**src/rtl/conv_accumulator.sv**
```systemverilog
// conv_accumulator: sums TAPS signed products plus a bias per convolution
// window, then applies ReLU, round-half-up rescale by SHIFT and saturation
// into the 11-bit unsigned activation range.
module conv_accumulator #(
  parameter int TAPS  = 25,
  parameter int SHIFT = 10,
  parameter int ACC_W = 30
) (
  input  logic        cnn_clk,
  input  logic        cnn_rst,
  input  logic        clr,
  input  logic        prod_valid,
  input  logic [22:0] prod,
  input  logic [11:0] bias,
  output logic        busy,
  output logic        out_valid,
  output logic [11:0] dout,
  output logic        sat
);

  localparam int CNT_W = (TAPS > 2) ? $clog2(TAPS) : 1;
  localparam logic [CNT_W-1:0] LAST_TAP = CNT_W'(TAPS - 1);
  localparam logic signed [ACC_W:0] HALF    = (ACC_W+1)'(1 << (SHIFT - 1));
  localparam logic signed [ACC_W:0] ACT_MAX = (ACC_W+1)'(2047);

  typedef enum logic {IDLE, ACCUM} state_t;

  state_t                  state_q, state_d;
  logic signed [ACC_W-1:0] acc_q, acc_d;
  logic [CNT_W-1:0]        tap_cnt_q, tap_cnt_d;
  logic                    out_valid_q, out_valid_d;
  logic [11:0]             dout_q, dout_d;
  logic                    sat_q, sat_d;

  logic signed [ACC_W-1:0] prod_ext, bias_ext, sum;
  logic signed [ACC_W:0]   rnd, r_full;
  logic                    r_neg, r_big;

  // Final-beat datapath: sum, round half up, rescale and range compare in one cycle.
  // rnd carries one extra bit so adding the half-LSB constant cannot wrap.
  always_comb begin
    prod_ext = {{(ACC_W-23){prod[22]}}, prod};
    bias_ext = {{(ACC_W-12){bias[11]}}, bias} <<< SHIFT;
    sum      = acc_q + prod_ext;
    rnd      = {sum[ACC_W-1], sum} + HALF;
    r_full   = rnd >>> SHIFT;
    r_neg    = r_full[ACC_W];
    r_big    = !r_neg && (r_full > ACT_MAX);
  end

  // Window sequencing: clr aborts, first beat loads bias, final beat emits result.
  always_comb begin
    state_d     = state_q;
    acc_d       = acc_q;
    tap_cnt_d   = tap_cnt_q;
    out_valid_d = 1'b0;
    dout_d      = dout_q;
    sat_d       = sat_q;
    if (clr) begin
      state_d   = IDLE;
      tap_cnt_d = '0;
    end else if (prod_valid) begin
      if (state_q == IDLE) begin
        acc_d     = bias_ext + prod_ext;
        tap_cnt_d = CNT_W'(1);
        state_d   = ACCUM;
      end else if (tap_cnt_q == LAST_TAP) begin
        acc_d       = sum;
        out_valid_d = 1'b1;
        sat_d       = r_big;
        dout_d      = r_neg ? 12'd0 : (r_big ? 12'd2047 : r_full[11:0]);
        state_d     = IDLE;
        tap_cnt_d   = '0;
      end else begin
        acc_d     = sum;
        tap_cnt_d = tap_cnt_q + CNT_W'(1);
      end
    end
  end

  // State and output registers, cleared asynchronously.
  always_ff @(posedge cnn_clk or posedge cnn_rst) begin
    if (cnn_rst) begin
      state_q     <= IDLE;
      acc_q       <= '0;
      tap_cnt_q   <= '0;
      out_valid_q <= 1'b0;
      dout_q      <= '0;
      sat_q       <= 1'b0;
    end else begin
      state_q     <= state_d;
      acc_q       <= acc_d;
      tap_cnt_q   <= tap_cnt_d;
      out_valid_q <= out_valid_d;
      dout_q      <= dout_d;
      sat_q       <= sat_d;
    end
  end

  assign busy      = (state_q == ACCUM);
  assign out_valid = out_valid_q;
  assign dout      = dout_q;
  assign sat       = sat_q;

endmodule

```
**config.mk**
```make
export PLATFORM = sky130hd
export DESIGN_NAME = conv_accumulator
export DESIGN_NICKNAME = d
export VERILOG_FILES = /design/src/rtl/conv_accumulator.sv
export SDC_FILE = /design/constraint.sdc
export NUM_CORES = 1
export LEC_CHECK = 0
export ABC_CLOCK_PERIOD_IN_PS = 5900
export CORE_MARGIN = 1
export CORE_UTILIZATION = 40
export CTS_CLUSTER_SIZE = 20
export DETAILED_ROUTE_END_ITERATION = 7
export GPL_TIMING_DRIVEN = 0
export PLACE_DENSITY_LB_ADDON = 0.08
export SLEW_MARGIN = 20
export SYNTH_ARGS = -nofsm -noshare
export SYNTH_HDL_FRONTEND = slang
export SYNTH_SLANG_ARGS = --single-unit
```
**constraint.sdc**
```tcl
create_clock -name cnn_clk -period 5.9 [get_ports cnn_clk]
set_input_delay 1.18 -clock cnn_clk [delete_from_list [all_inputs] [get_ports cnn_clk]]
set_output_delay 1.18 -clock cnn_clk [all_outputs]
set_load 0.1 [all_outputs]
```
==> run summary <==
The run finished with clean final reports. Number of failing hold endpoints at the final stage: 0. In this run the number of H-tree levels came out at 2.

The compound-cell area share of the yosys netlist works out to 0.296. The path category of the worst min-delay check was flop to flop. Relative to the synthesized area, the layout overhead comes to 17.5%.

Prior to clock tree synthesis, the placed netlist has a worst setup slack of 0.124 ns. Post-synthesis instance area: 0.00516 sq mm. The synthesized design contains 0 enable-type register cells. The most common flop cell mapped by yosys is dfrtp_1. Ratio of final minimum period to clock period: 0.932. The worst-path cell with the longest stage delay was or4_4. For this block, the initial DRC count from the detailed router was 394. The tools report the worst min-delay path startpoint as acc_q[12]$_DFFE_PP0P_.

The kind of end point of the critical path is a flop. Counting I/O delays and the setup requirement, the final critical path takes 5.50 ns. From left edge to right edge, the die measures 116 um. The startpoint of the worst setup timing path is prod[0]. After detailed routing, the average wire length per cell comes to 17.7 um. The design draws 2.10 mW.

Dividing the synthesized area by the synthesized cell count gives 7.95 sq um. The run gives 0.243 as the aggregate global-route resource usage. Share of cell area taken by muxes after synthesis: 0.0257.

For the maximum root-to-sink buffer count, the log shows 2. Total iterations of the first detailed-routing run: 5. For the total clock sinks, the log shows 50. Number of flip-flops and latches in the synthesized netlist: 50. The filler cell count in the final layout is 1287. STA puts the critical path data required time at 6.09 ns. The number of pins with negative max-slew slack in the final report is 0. Clock latency on the worst-skew pair, taken at its later pin, is 0.31 ns. The placer congestion estimate was 0.885. Clock skew after layout: 0.0111 ns. The maximum frequency from static timing analysis was 182 MHz. Summing all multi-input logic gate instances after layout gives 0.00370 sq mm.

The simple logic cell fraction of the synthesized area is 0.205, and the post-detailed-route count of antenna-violating nets is 0. After synthesis, the netlist uses 76 different library cells. Adding up every negative setup slack in the final design gives 0 ns. Setup violations remaining at the end of the flow were counted as 0. The port buffer count came out at 53. The fraction of the mapped netlist area in adder cells was 0.117; the number of instances in the synthesized netlist was 649. The total overflow left after global routing is 0. The synthesized-area fraction occupied by xor and xnor cells was 0.0735. The worst-case headroom to the max-slew limit is 0.240.

The depth of the worst register-to-register path was 13; the stage delay of the slowest cell on the critical path was 0.51 ns. For the I/O pin count, the log shows 54. The residual DRC count is 0, and the clock-pin slew reported for the worst setup and hold paths after clock tree synthesis is 0.08 ns. Using the TritonRoute via totals, the vias-per-cell ratio works out to 5.94.

The tools report the startpoint of the worst-slack reg-to-reg timing path as acc_q[0]$_DFFE_PP0P_. The initial core utilization was 0.409; the half-perimeter wire length after placement was 12.3 mm. Setup repair after global routing left no endpoint under its margin. The leakage power figure is 2.58 nW. The share of flip-flops with an asynchronous set or reset is 1.00.

The logs give 5.69 ns for the arrival time at the worst endpoint and 0 for the number of antenna cells inserted. The final layout contains routed wiring with a total length of 15.6 mm. Of all nets on the critical path, the largest fanout is 10.

The tools report the CTS root buffer as clkbuf_16. The tools report the register area as 0.00125 sq mm. After synthesis, the largest family of logic cells by area is compound AO/OA/AOI/OAI gates. For this block, the via count after detailed routing is 5235. TritonCTS built the clock tree. The logs give 0.400 ns for the final worst setup slack and 51 for the maximum number of pins on one net before global-route repair. Sequential cell area fraction in the yosys report: 0.243. The critical path goes through clkdlybuf4s50_1 -> ha_1 -> fa_1 -> a211oi_1 -> o21ai_1 -> a21oi_1 -> o21bai_1 -> xor2_1 -> nand4_2 -> or4_4 -> or3_1 -> o21ai_0 -> buf_2 -> a31oi_1.

The logs give 4920 for the number of global-route vias before repair and 41 for the row count. IR analysis of the VDD net gives a maximum drop of 0.148 mV. Measured along the y axis, the die boundary spans 116 um. After the last flow step, the layout net total stands at 795. The logs give 0 for the post-CTS setup buffer count and 0 for the number of maximum-capacitance constraint violations. The number of antenna violations at the first check in global routing was 0; the depth of the worst hold-timing path was 2. Power spread over the standard cell area amounts to 347 mW/mm^2. Clock tree synthesis inserted a total of 5 buffers.

For the count of instances resized after the clock tree is built, the log shows 0. The floorplan step defined a core boundary enclosing 0.0126 sq mm. The hold buffer count at CTS is 0, and the total nets after synthesis is 735. During synthesis, Yosys emitted a total of 0 warnings. The critical path is of the input port to flop type. For the pin with the worst max-slew slack, the measured transition is 1.13 ns. Wire length of the first global-routing pass: 25.0 mm. Layout cell share with drive strength beyond 1: 0.0606.

STA classifies the critical path startpoint as an input port. The die covers 0.0134 sq mm.
[cell usage after synthesis (all sizes together), types with 6 or more instances]
| library cell | number | area share |
|---|---|---|
| nand2 | 75 | 0.055 |
| buf | 12 | 0.012 |
| xor2 | 14 | 0.025 |
| or3 | 8 | 0.0097 |
| o21ai | 55 | 0.054 |
| a21o | 12 | 0.018 |
| nand3 | 12 | 0.012 |
| xnor2 | 25 | 0.044 |
| a211oi | 15 | 0.026 |
| a31oi | 15 | 0.018 |
| nand4 | 7 | 0.0097 |
| clkbuf | 11 | 0.0080 |
| a21oi | 79 | 0.077 |
| mux2i | 11 | 0.021 |
| inv | 28 | 0.020 |
| nand2b | 7 | 0.0085 |
| nor4 | 6 | 0.010 |
| ha | 45 | 0.11 |
| and3 | 12 | 0.015 |
| dfrtp | 50 | 0.24 |
| nor3 | 23 | 0.023 |
| nor2 | 41 | 0.030 |
| o211ai | 16 | 0.023 |
[registers in the layout, summed over array words and instances (netlist names)]
name / cells
dout: 12
acc_q: 30
tap_cnt_q: 5
busy: 1
sat: 1
out_valid: 1
[worst max-delay path, delay by kind of cell]
kind,cells,cell delay [ns]
XOR/XNOR,1,0.47
adder cells (fa/ha/maj),2,0.70
AND/OR/NAND/NOR,3,1.09
buffers and inverters,2,0.73
AO/OA/AOI/OAI,6,1.52
[routing by layer]
layer  wire, um  GRT usage  part of all wire  vias to the layer above
li1           -          -                 -                     2547
met3        630     0.0329             0.040                       24
met5          0          0                 0                        -
met1       7740      0.343              0.49                     2526
met4        463     0.0926             0.030                        0
met2       6800      0.376              0.43                      138
[placed cells by master (no fill, tap or decap), types with 22 or more instances in the layout]
cell type and count:
a21oi_1 78, nand2_1 75, xnor2_1 24, nor2_1 40, clkdlybuf4s50_1 53, inv_1 27, o21ai_0 50, ha_1 45
nor3_1 22, dfrtp_1 50
[cell type report]
| class | instances | share of cell area |
|---|---|---|
| multi-input cells | 548 | 0.610 |
| plain buffers | 23 | 0.0173 |
| repair buffers | 53 | 0.0875 |
| clock inverters | 3 | 0.00475 |
| well taps | 172 | 0.0355 |
| flip-flops and latches | 50 | 0.206 |
| clock buffers | 5 | 0.0206 |
| inverters | 28 | 0.0178 |
[where the power goes]
group	internal, mW	total [mW]	switching [mW]
Sequential	0.396	0.428	0.0317
Combinational	0.509	1.35	0.846
Clock	0.163	0.321	0.158
Total	1.07	2.10	1.04
[cells by family after synthesis]
group                      count (synthesis)
AOI/OAI and AO/OA                        236
xor gates and xnor gates                  40
adders and majority gates                 47
buffers and inverters                     51
DFF                                       50
muxes                                     13
and+or+nand+nor                          212
[final timing paths]
check / endpoint / slack (ns)
worst min register to register: acc_q[12]$_DFFE_PP0P_ / 0.49
min in group asynchronous: tap_cnt_q[0]$_DFFE_PP0P_ / 1.32
worst max-delay path: dout[9]$_DFFE_PP0P_ / 0.40
worst max register to register: dout[9]$_DFFE_PP0P_ / 1.35
max in group asynchronous: acc_q[5]$_DFFE_PP0P_ / 4.10
worst min-delay path: acc_q[12]$_DFFE_PP0P_ / 0.49
[through the flow]
| stage | cell area (sq um) | hold WS (ns) | std cells | util |
|---|---|---|---|---|
| 4_1_cts | 6060 | 0.494 | 882 | 0.480 |
| 6_report | 6060 | 0.489 | 882 | 0.480 |
| 3_3_place_gp | 5900 | 0.467 | 874 | 0.468 |
| 2_1_floorplan | 5160 | 0.453 | 649 | - |
| 3_5_place_dp | 5910 | 0.476 | 874 | 0.468 |
| 5_1_grt | 6060 | 0.508 | 882 | 0.480 |
(Power assumes the default switching activity.)
